[src/rtl/uart_pkg.sv]
// Shared types for the UART transmit arbiter: FSM states and byte/requester sizing.
// Pure declarations; no latency or flow-control behaviour of its own.
package uart_pkg;
  localparam int BYTE_W  = 8;
  localparam int NUM_REQ = 2;

  typedef enum logic [2:0] {
    ST_IDLE,
    ST_FETCH,
    ST_START,
    ST_WAIT_DONE,
    ST_GAP
  } state_t;
endpackage

[src/rtl/rr_arbiter2.sv]
// Combinational 2-way round-robin pick; ptr names the requester served last.
// Zero latency; a lone valid always wins, a tie goes to the requester opposite ptr.
module rr_arbiter2
  import uart_pkg::*;
(
  input  logic [NUM_REQ-1:0] valid,
  input  logic               ptr,
  output logic [NUM_REQ-1:0] grant
);

  always_comb begin
    grant = valid;
    if (valid == 2'b11) begin
      grant = ptr ? 2'b01 : 2'b10;
    end
  end

endmodule

[src/rtl/uart_tx_arbiter.sv]
// Shares one UART transmitter between two byte streams, locking the grant per message.
// IDLE->tx_start 3 cycles, done->next start GAP_CYCLES+2; requesters wait in FETCH while enable is low.
module uart_tx_arbiter
  import uart_pkg::*;
#(
  parameter int GAP_CYCLES     = 0,
  parameter int TIMEOUT_CYCLES = 4096,
  parameter int TW             = 13
) (
  input  logic              clk,
  input  logic              rst_n,
  input  logic              enable,
  input  logic              req0_valid,
  input  logic [BYTE_W-1:0] req0_data,
  input  logic              req0_last,
  output logic              req0_ready,
  input  logic              req1_valid,
  input  logic [BYTE_W-1:0] req1_data,
  input  logic              req1_last,
  output logic              req1_ready,
  output logic              tx_enable,
  output logic              tx_start,
  output logic [BYTE_W-1:0] tx_data,
  input  logic              tx_busy,
  input  logic              tx_done,
  output logic [NUM_REQ-1:0] grant,
  output logic              idle,
  output logic              timeout_err
);

  state_t               state, state_n;
  state_t               target, target_n;
  logic [TW-1:0]        cnt, cnt_n;
  logic [BYTE_W-1:0]    data_r, data_n;
  logic                 last_r, last_n;
  logic [NUM_REQ-1:0]   grant_r, grant_n;
  logic                 ptr, ptr_n;
  logic                 terr, terr_n;
  logic [NUM_REQ-1:0]   pick;
  logic                 sel_valid;
  logic                 sel_last;
  logic [BYTE_W-1:0]    sel_data;

  rr_arbiter2 u_rr (
    .valid ({req1_valid, req0_valid}),
    .ptr   (ptr),
    .grant (pick)
  );

  // Only the locked owner's stream is ever looked at once a grant exists.
  assign sel_valid = grant_r[1] ? req1_valid : req0_valid;
  assign sel_last  = grant_r[1] ? req1_last  : req0_last;
  assign sel_data  = grant_r[1] ? req1_data  : req0_data;

  always_ff @(posedge clk or negedge rst_n) begin
    if (!rst_n) begin
      state   <= ST_IDLE;
      target  <= ST_IDLE;
      cnt     <= '0;
      data_r  <= '0;
      last_r  <= 1'b0;
      grant_r <= '0;
      ptr     <= 1'b1;
      terr    <= 1'b0;
    end else begin
      state   <= state_n;
      target  <= target_n;
      cnt     <= cnt_n;
      data_r  <= data_n;
      last_r  <= last_n;
      grant_r <= grant_n;
      ptr     <= ptr_n;
      terr    <= terr_n;
    end
  end

  always_comb begin
    state_n    = state;
    target_n   = target;
    cnt_n      = cnt;
    data_n     = data_r;
    last_n     = last_r;
    grant_n    = grant_r;
    ptr_n      = ptr;
    terr_n     = terr;
    tx_start   = 1'b0;
    req0_ready = 1'b0;
    req1_ready = 1'b0;

    case (state)
      ST_IDLE: begin
        if (enable && (req0_valid || req1_valid)) begin
          grant_n = pick;
          state_n = ST_FETCH;
        end
      end
      ST_FETCH: begin
        if (enable) begin
          req0_ready = grant_r[0];
          req1_ready = grant_r[1];
          if (sel_valid) begin
            data_n  = sel_data;
            last_n  = sel_last;
            state_n = ST_START;
          end
        end
      end
      ST_START: begin
        if (!tx_busy) begin
          tx_start = 1'b1;
          cnt_n    = '0;
          state_n  = ST_WAIT_DONE;
        end
      end
      ST_WAIT_DONE: begin
        // done is checked first so a done landing on the final watchdog cycle still counts
        if (tx_done) begin
          cnt_n = '0;
          if (last_r) begin
            grant_n  = '0;
            ptr_n    = grant_r[1];
            target_n = ST_IDLE;
          end else begin
            target_n = ST_FETCH;
          end
          if (GAP_CYCLES != 0) begin
            state_n = ST_GAP;
          end else begin
            state_n = last_r ? ST_IDLE : ST_FETCH;
          end
        end else if (cnt == TW'(TIMEOUT_CYCLES - 1)) begin
          terr_n  = 1'b1;
          grant_n = '0;
          ptr_n   = grant_r[1];
          cnt_n   = '0;
          state_n = ST_IDLE;
        end else begin
          cnt_n = cnt + 1'b1;
        end
      end
      ST_GAP: begin
        if (cnt == TW'(GAP_CYCLES - 1)) begin
          cnt_n   = '0;
          state_n = target;
        end else begin
          cnt_n = cnt + 1'b1;
        end
      end
      default: begin
        state_n = ST_IDLE;
      end
    endcase
  end

  assign tx_enable   = enable;
  assign tx_data     = data_r;
  assign grant       = grant_r;
  assign idle        = (state == ST_IDLE);
  assign timeout_err = terr;

endmodule

[config.mk]
export PLATFORM = sky130hd
export DESIGN_NAME = uart_tx_arbiter
export DESIGN_NICKNAME = d
export VERILOG_FILES = /design/src/rtl/uart_pkg.sv /design/src/rtl/rr_arbiter2.sv /design/src/rtl/uart_tx_arbiter.sv
export SDC_FILE = /design/constraint.sdc
export NUM_CORES = 1
export LEC_CHECK = 0
export CAP_MARGIN = 25
export CORE_MARGIN = 4
export CORE_UTILIZATION = 35
export CTS_BUF_LIST = sky130_fd_sc_hd__clkbuf_8
export DETAILED_ROUTE_END_ITERATION = 8
export DONT_BUFFER_PORTS = 1
export SETUP_SLACK_MARGIN = 0.15
export SLEW_MARGIN = 10
export SYNTH_ARGS = -nofsm -noshare
export SYNTH_HDL_FRONTEND = slang
export SYNTH_HIERARCHICAL = 1
export SYNTH_SLANG_ARGS = --single-unit
[constraint.sdc]
create_clock -name clk -period 3.33 [get_ports clk]
set_input_delay 0.1665 -clock clk [delete_from_list [all_inputs] [get_ports clk]]
set_output_delay 0.1665 -clock clk [all_outputs]
set_load 0.03 [all_outputs]
==> Flow_metrics.wiki, run 1 <==
{| class="wikitable"
! Metric !! Value
|-
| Number of antenna violations at the first check in global routing || 0
|-
| Layout cell share with drive strength beyond 1 || 9.94%
|-
| Beginning of the critical path || grant[1]$_DFFE_PN0P_
|-
| Max-slew headroom || 37.7%
|-
| Horizontal extent of the die || 74.9 um
|-
| Number of instances on the worst hold path || 2
|-
| Smallest setup slack after layout || 1.09 ns
|-
| RePlAce Congestion || 0.884
|-
| Wire length per cell || 15.4 um
|-
| Diodes inserted || 0
|-
| Hold-fix buffers, CTS || 2
|-
| Multi-input logic area || 812 um2
|-
| Total Die Area || 5610 um2
|-
| Dominant cell type by area after synthesis || sky130_fd_sc_hd__dfrtp_1
|-
| Total wire length || 3280 um
|-
| Final-layout setup total negative slack || 0 ns
|-
| Wire length of the first global-routing pass || 5570 um
|-
| Type of the most critical hold path || in -> reg
|-
| Pin slew with the least headroom to its limit || 0.930 ns
|-
| GRT Util Overall || 13.0%
|-
| Number of cells on the worst reg-to-reg path || 4
|-
| Area share of the largest cell type after synthesis || 43.1%
|-
| Number of setup buffers added after CTS || 0
|-
| Hold Startpoint || req0_data[1]
|-
| Async SR Flop Fraction || 100%
|-
| Count of flip-flops with a built-in enable after synthesis || 0
|-
| Reported max-cap violation count || 0
|-
| Library cell with the highest instance count after synthesis || sky130_fd_sc_hd__dfrtp_1
|-
| Die height || 74.9 um
|-
| Post-Syn Area per Cell || 9.67 um2
|-
| Endpoints failing hold || 0
|-
| Vias in the first global route || 1237
|-
| GRT Residual Overflow || 0
|-
| # setup viols final || 0
|-
| Primary flip-flop cell chosen by synthesis mapping || sky130_fd_sc_hd__dfrtp_1
|-
| Drt initial violations || 134
|-
| Leading cell types by total area after synthesis || sky130_fd_sc_hd__dfrtp_1 43%, sky130_fd_sc_hd__mux2i_1 6.4%, sky130_fd_sc_hd__nor2_1 4.6%
|-
| Total number of H-tree levels || 1
|-
| Post-Syn Area || 1570 um2
|-
| Total clock sinks || 28
|-
| Shortest clock period the worst path allows after layout || 2.24 ns
|-
| Initial core utilization || 36.0%
|-
| Post-Place Worst Slack || 1.06 ns
|-
| Synth top cells by count || 27 x sky130_fd_sc_hd__dfrtp_1, 19 x sky130_fd_sc_hd__nor2_1, 13 x sky130_fd_sc_hd__a21oi_1
|-
| Core area || 4350 um2
|-
| Final Total Pwr || 1.33 mW
|-
| Vias post-DR || 1227
|-
| CTS-repair resized insts || 0
|-
| Number of buffers inserted by port buffering || 0
|-
| Sequential element share of the synthesized area || 44.8%
|-
| Number of instances in the synthesized netlist || 162
|-
| Startpoint type of the worst setup path || flop
|-
| Static power due to leakage || 0.706 nW
|-
| Power density over cell area || 789 nW/um2
|-
| Residual antenna-violating net count after detailed routing || 0
|-
| Post-synthesis register bit count || 28
|-
| Number of top-level pins || 41
|-
| Standard-cell row count || 24
|-
| CP Data Arrival Time || 2.45 ns
|-
| CP required || 3.54 ns
|-
| Number of filler instances in the final layout || 406
|-
| Unique cell type count in the Yosys netlist || 46
|-
| Largest buffer count on any clock path || 2
|-
| Outcome || finished, final reports clean
|-
| Post-route clock period utilization || 67.4%
|-
| Clk pin slew, worst setup/hold paths || 0.10 ns
|-
| Mapped Nets || 192
|-
| Startpoint of the most critical register-to-register path || grant[1]$_DFFE_PN0P_
|-
| Sort of element at the end of the critical path || flop
|-
| Maximum fanout count along the critical path || 18
|-
| Worst setup skew after layout || 0.00260 ns
|-
| Area growth from synthesis to final layout || 7.43%
|-
| Vias per inst || 5.76
|-
| DR DRC count || 0
|-
| Total number of nets in the final design || 192
|-
| TritonCTS clock tree || yes
|-
| Number of clock buffers inserted by TritonCTS || 3
|-
| Post-detail-place hpwl || 2430 um
|-
| Warning count from the yosys run || 6
|-
| Area used by sequential logic in the layout || 702 um2
|-
| Cell chosen for the clock root || sky130_fd_sc_hd__clkbuf_8
|-
| Peak ir drop on the vdd network || 386 uV
|-
| Maximum achievable frequency || 445 MHz
|-
| First-pass iteration count of the detailed router || 4
|-
| Unrepaired setup endpoints after global routing || false
|-
| Max Slew Vio Count || 0
|-
| Largest net degree at the start of global routing || 29
|-
| Startpoint-to-endpoint class of the critical path || reg -> reg
|-
| Clock insertion delay at the later pin of the skew report || 0.28 ns
|}
==> metal layers <==
metal  vias up  GRT usage (%)  wire (um)
met1       588           16.2       1400
li1        578              -          -
met5         -              0          0
met4         0           6.92         82
met3         7           3.20        286
met2        54           20.6       1510
==> state kept, by name, summed over array words and instances, names as in the netlist <==
register and count:
last_r 1, timeout_err 1, ptr 1, cnt 13, tx_data 8, state 2, grant 2
==> through the flow <==
stage / area, um2 / utilization [%] / cells / hold WS [ns]
after floorplan: 1570 / - / 162 / -0.129
after global placement: 1600 / 36.7 / 207 / -0.128
after detailed placement: 1600 / 36.7 / 207 / -0.128
after CTS: 1680 / 38.6 / 213 / 0.0928
after global routing: 1680 / 38.6 / 213 / 0.107
final: 1680 / 38.6 / 213 / 0.0990
==> final cells by class <==
class / instances / area share [%]
Clock buffer: 4 / 3.27
Multi-Input combinational cell: 122 / 48.3
Inverter: 5 / 1.12
Sequential cell: 28 / 41.7
Tap cell: 52 / 3.87
Timing Repair Buffer: 2 / 1.78
==> cells in the final DEF (no fill, tap or decap), types with 3 or more instances in the layout <==
| master | instances |
|---|---|
| sky130_fd_sc_hd__nor2_1 | 19 |
| sky130_fd_sc_hd__inv_1 | 5 |
| sky130_fd_sc_hd__or3_1 | 3 |
| sky130_fd_sc_hd__mux2_2 | 5 |
| sky130_fd_sc_hd__nand4_1 | 4 |
| sky130_fd_sc_hd__dfrtp_1 | 27 |
| sky130_fd_sc_hd__clkbuf_8 | 4 |
| sky130_fd_sc_hd__a21oi_1 | 13 |
| sky130_fd_sc_hd__nand2_1 | 12 |
| sky130_fd_sc_hd__nor2b_1 | 4 |
| sky130_fd_sc_hd__ha_1 | 5 |
| sky130_fd_sc_hd__mux2i_1 | 10 |
| sky130_fd_sc_hd__nand3_1 | 4 |
| sky130_fd_sc_hd__o21ai_0 | 8 |
==> worst max-delay path: stages (launching register included) <==
cell                      delay (ns)
sky130_fd_sc_hd__dfrtp_1        0.90
sky130_fd_sc_hd__mux2i_1        0.22
sky130_fd_sc_hd__nor3b_2        0.81
sky130_fd_sc_hd__nor2_1         0.09
sky130_fd_sc_hd__a21oi_1        0.16
==> report_power, final <==
part           total (mW)  internal (mW)  leakage [nW]  switching (mW)
logic               0.467          0.200         0.323           0.266
clock network       0.215          0.106        0.0288           0.109
registers           0.645          0.431         0.355           0.214
total                1.33          0.737         0.706           0.590
==> kinds of logic (layout without fill, tap and decap cells) <==
group,after synthesis,in the layout,share of synthesized area (%)
multiplexers,15,15,9.98
AO/OA/AOI/OAI,35,35,14.6
flip-flops,28,28,44.8
XOR/XNOR,3,3,1.68
AND/OR/NAND/NOR,64,64,21.6
buffers and inverters,12,11,3.35
adder cells (fa/ha/maj),5,5,3.99
==> worst paths after layout <==
path | endpoint | slack (ns)
min reg2reg | cnt[12]$_DFFE_PN0P_ | 0.54
max | tx_data[6]$_DFFE_PN0P_ | 1.09
min in group asynchronous | cnt[11]$_DFFE_PN0P_ | 0.31
max in group asynchronous | ptr$_DFFE_PN1P_ | 2.78
min | tx_data[1]$_DFFE_PN0P_ | 0.1
max reg2reg | tx_data[6]$_DFFE_PN0P_ | 1.09
(Power assumes the default switching activity.)
==> run 2, diff against run 1 <==
==> constraint.sdc (replaced) <==
create_clock -name clk -period 2.3 [get_ports clk]
set_input_delay 0.115 -clock clk [delete_from_list [all_inputs] [get_ports clk]]
set_output_delay 0.115 -clock clk [all_outputs]
set_load 0.03 [all_outputs]
==> run 2 against run 1 <==
Net effect:
- worst setup slack got worse by 0.80 ns
- routed wire length is 0.15% lower
- sequential share of layout area decreased by 1.4 points
- core utilization increased by 1.3 points
- via count fell by 0.41%
- design area rose by 3.4%
- count of clock-buffer cells in the layout decreased by 1
- worst hold slack worse by 0.054 ns
- register-to-register slack got worse by 0.80 ns
- critical path depth increased by 2
- sequential power rose by 36%
- critical path type unchanged
==> Flow_metrics.wiki, run 2 (synthesis gave the netlist of run 1 again) <==
{| class="wikitable"
! Metric !! Value
|-
| Hold Startpoint || req0_data[2] (was req0_data[1])
|-
| Diodes inserted || 0 (unchanged)
|-
| First-pass iteration count of the detailed router || 4 (unchanged)
|-
| Wire length of the first global-routing pass || 5420 um (was 5570 um)
|-
| Top library cells by usage in the layout, fill and taps aside || 27 x sky130_fd_sc_hd__dfrtp_1, 19 x sky130_fd_sc_hd__nor2_1, 13 x sky130_fd_sc_hd__a21oi_1, 12 x sky130_fd_sc_hd__nand2_1, 10 x sky130_fd_sc_hd__mux2i_1 (unchanged)
|-
| Placed cell areas || 1630 um2 (was 1600 um2)
|-
| Standard-cell row count || 24 (unchanged)
|-
| Layout cell share with drive strength beyond 1 || 13.3% (was 9.94%)
|-
| Maximum fanout count along the critical path || 8 (was 18)
|-
| Max-slew headroom || 53.9% (was 37.7%)
|-
| Vias in the first global route || 1187 (was 1237)
|-
| Final Total Pwr || 2.04 mW (was 1.33 mW)
|-
| DR DRC count || 0 (unchanged)
|-
| Core area || 4350 um2 (unchanged)
|-
| Residual antenna-violating net count after detailed routing || 0 (unchanged)
|-
| Reported max-cap violation count || 0 (unchanged)
|-
| Power density over cell area || 1170 nW/um2 (was 789 nW/um2)
|-
| Placed Cells || 211 (was 207)
|-
| Final cell count without fillers || 218 (was 213)
|-
| Total number of nets in the final design || 197 (was 192)
|-
| Type of the most critical hold path || in -> reg (unchanged)
|-
| Post-Place Worst Slack || 0.170 ns (was 1.06 ns)
|-
| Number of top-level pins || 41 (unchanged)
|-
| Sort of element at the end of the critical path || flop (unchanged)
|-
| Shortest clock period the worst path allows after layout || 2.01 ns (was 2.24 ns)
|-
| Static power due to leakage || 0.740 nW (was 0.706 nW)
|-
| Number of filler instances in the final layout || 432 (was 406)
|-
| Total wire length || 3280 um (about the same)
|-
| CP Capture Point || cnt[10]$_DFFE_PN0P_ (was tx_data[6]$_DFFE_PN0P_)
|-
| Number of flip-flops under the largest register name || 13 (unchanged)
|-
| Clock insertion delay at the later pin of the skew report || 0.28 ns (about the same)
|-
| Cell chosen for the clock root || sky130_fd_sc_hd__clkbuf_8 (unchanged)
|-
| Largest buffer count on any clock path || 2 (unchanged)
|-
| Outcome || finished, final reports clean (unchanged)
|-
| Startpoint type of the worst setup path || flop (unchanged)
|-
| Post-route worst hold slack || 0.0448 ns (was 0.0990 ns)
|-
| Smallest setup slack after layout || 0.289 ns (was 1.09 ns)
|-
| Total number of H-tree levels || 1 (unchanged)
|-
| Horizontal extent of the die || 74.9 um (unchanged)
|-
| # setup viols final || 0 (unchanged)
|-
| Endpoints failing hold || 0 (unchanged)
|-
| Fin area || 1740 um2 (was 1680 um2)
|-
| Startpoint of the most critical register-to-register path || state[0]$_DFFE_PN0P_ (was grant[1]$_DFFE_PN0P_)
|-
| Startpoint-to-endpoint class of the critical path || reg -> reg (unchanged)
|-
| Worst R2R End || cnt[10]$_DFFE_PN0P_ (was tx_data[6]$_DFFE_PN0P_)
|-
| Number of clock buffers inserted by TritonCTS || 3 (unchanged)
|-
| Wire length per cell || 15.0 um (was 15.4 um)
|-
| Post-route clock period utilization || 87.4% (was 67.4%)
|-
| Unrepaired setup endpoints after global routing || false (unchanged)
|-
| CP required || 2.51 ns (was 3.54 ns)
|-
| Beginning of the critical path || state[0]$_DFFE_PN0P_ (was grant[1]$_DFFE_PN0P_)
|-
| Vias per inst || 5.61 (was 5.76)
|-
| Number of cells on the worst reg-to-reg path || 6 (was 4)
|-
| Pin slew with the least headroom to its limit || 0.687 ns (was 0.930 ns)
|-
| Largest net degree at the start of global routing || 29 (unchanged)
|-
| Post-Route Utilization || 40.0% (was 38.6%)
|-
| TritonCTS clock tree || yes (unchanged)
|-
| GRT Util Overall || 12.3% (was 13.0%)
|-
| Area growth from synthesis to final layout || 11.1% (was 7.43%)
|-
| Worst setup skew after layout || 0.00563 ns (was 0.00260 ns)
|-
| Initial core utilization || 36.0% (unchanged)
|-
| Clk pin slew, worst setup/hold paths || 0.10 ns (about the same)
|-
| Vias post-DR || 1222 (was 1227)
|-
| Max Slew Vio Count || 0 (unchanged)
|-
| Number of buffers inserted by port buffering || 0 (unchanged)
|-
| Post-detail-place hpwl || 2490 um (was 2430 um)
|-
| GRT Residual Overflow || 0 (unchanged)
|-
| RePlAce Congestion || 0.822 (was 0.884)
|-
| Final-layout setup total negative slack || 0 ns (unchanged)
|-
| Maximum achievable frequency || 497 MHz (was 445 MHz)
|-
| Number of antenna violations at the first check in global routing || 0 (unchanged)
|-
| Register with the most flip-flops || cnt (unchanged)
|-
| CP Data Arrival Time || 2.22 ns (was 2.45 ns)
|-
| Drt initial violations || 41 (was 134)
|-
| Total Die Area || 5610 um2 (unchanged)
|-
| Total clock sinks || 28 (unchanged)
|-
| Reg-to-reg setup timing slack || 0.29 ns (was 1.09 ns)
|-
| Peak ir drop on the vdd network || 538 uV (was 386 uV)
|-
| Die height || 74.9 um (unchanged)
|-
| Most common cell after layout, fill and taps aside || sky130_fd_sc_hd__dfrtp_1 (unchanged)
|}
## run 2: cell count changes in the layout (fill, tap and decap cells not counted), sizes merged
cell,change
bufinv,+1
clkbuf,-1
buf,+5
## run 2: repair_timing
action                                  CTS  global route
endpoints found under the hold margin    28             0
endpoints found under the setup margin    0             3
resized for setup                         0             1
hold buffers                              2             0
buffers inserted                          0             1
## run 2: worst max-delay path, cell delays in order (launching register included)
cell and delay [ns]:
sky130_fd_sc_hd__dfrtp_1 0.40, sky130_fd_sc_hd__inv_1 0.07, sky130_fd_sc_hd__ha_1 0.26, sky130_fd_sc_hd__and2_4 0.18, sky130_fd_sc_hd__or4_4 0.54, sky130_fd_sc_hd__or3_1 0.36, sky130_fd_sc_hd__a21oi_1 0.14
## run 2: layout make-up
class                           instances  area, um2  area share, %
Clock buffer                            3       41.3           2.37
Clock inverter                          1       30.0           1.73
Inverter                                5       18.8           1.08
Multi-Input combinational cell        122        816           46.9
Sequential cell                        28        702           40.3
Tap cell                               52       65.1           3.74
Timing Repair Buffer                    7       67.6           3.88
## run 2: routing by layer
metal / vias up / global-route usage (%) / share of wire (%)
met5: - / 0 / 0
met3: 2 / 4.81 / 8.3
li1: 593 / - / -
met2: 49 / 19.7 / 47
met1: 578 / 15.8 / 44
met4: 0 / 2.37 / 0.43
## run 2: worst min path at each step
| stage | endpoint | slack, ns | cells after the start |
|---|---|---|---|
| 2_1_floorplan | cnt[0]$_DFFE_PN0P_ | -0.18 | 0 |
| 6_report | tx_data[2]$_DFFE_PN0P_ | 0.04 | 2 |
| 3_3_place_gp | cnt[4]$_DFFE_PN0P_ | -0.18 | 0 |
| 3_5_place_dp | cnt[6]$_DFFE_PN0P_ | -0.18 | 0 |
| 4_1_cts | tx_data[2]$_DFFE_PN0P_ | 0.04 | 2 |
| 5_1_grt | tx_data[4]$_DFFE_PN0P_ | 0.06 | 2 |
## run 2: where the power goes
group	switching (mW)	internal, mW	total (mW)
clock	0.156	0.233	0.389
combinational	0.458	0.317	0.775
sequential	0.252	0.625	0.877
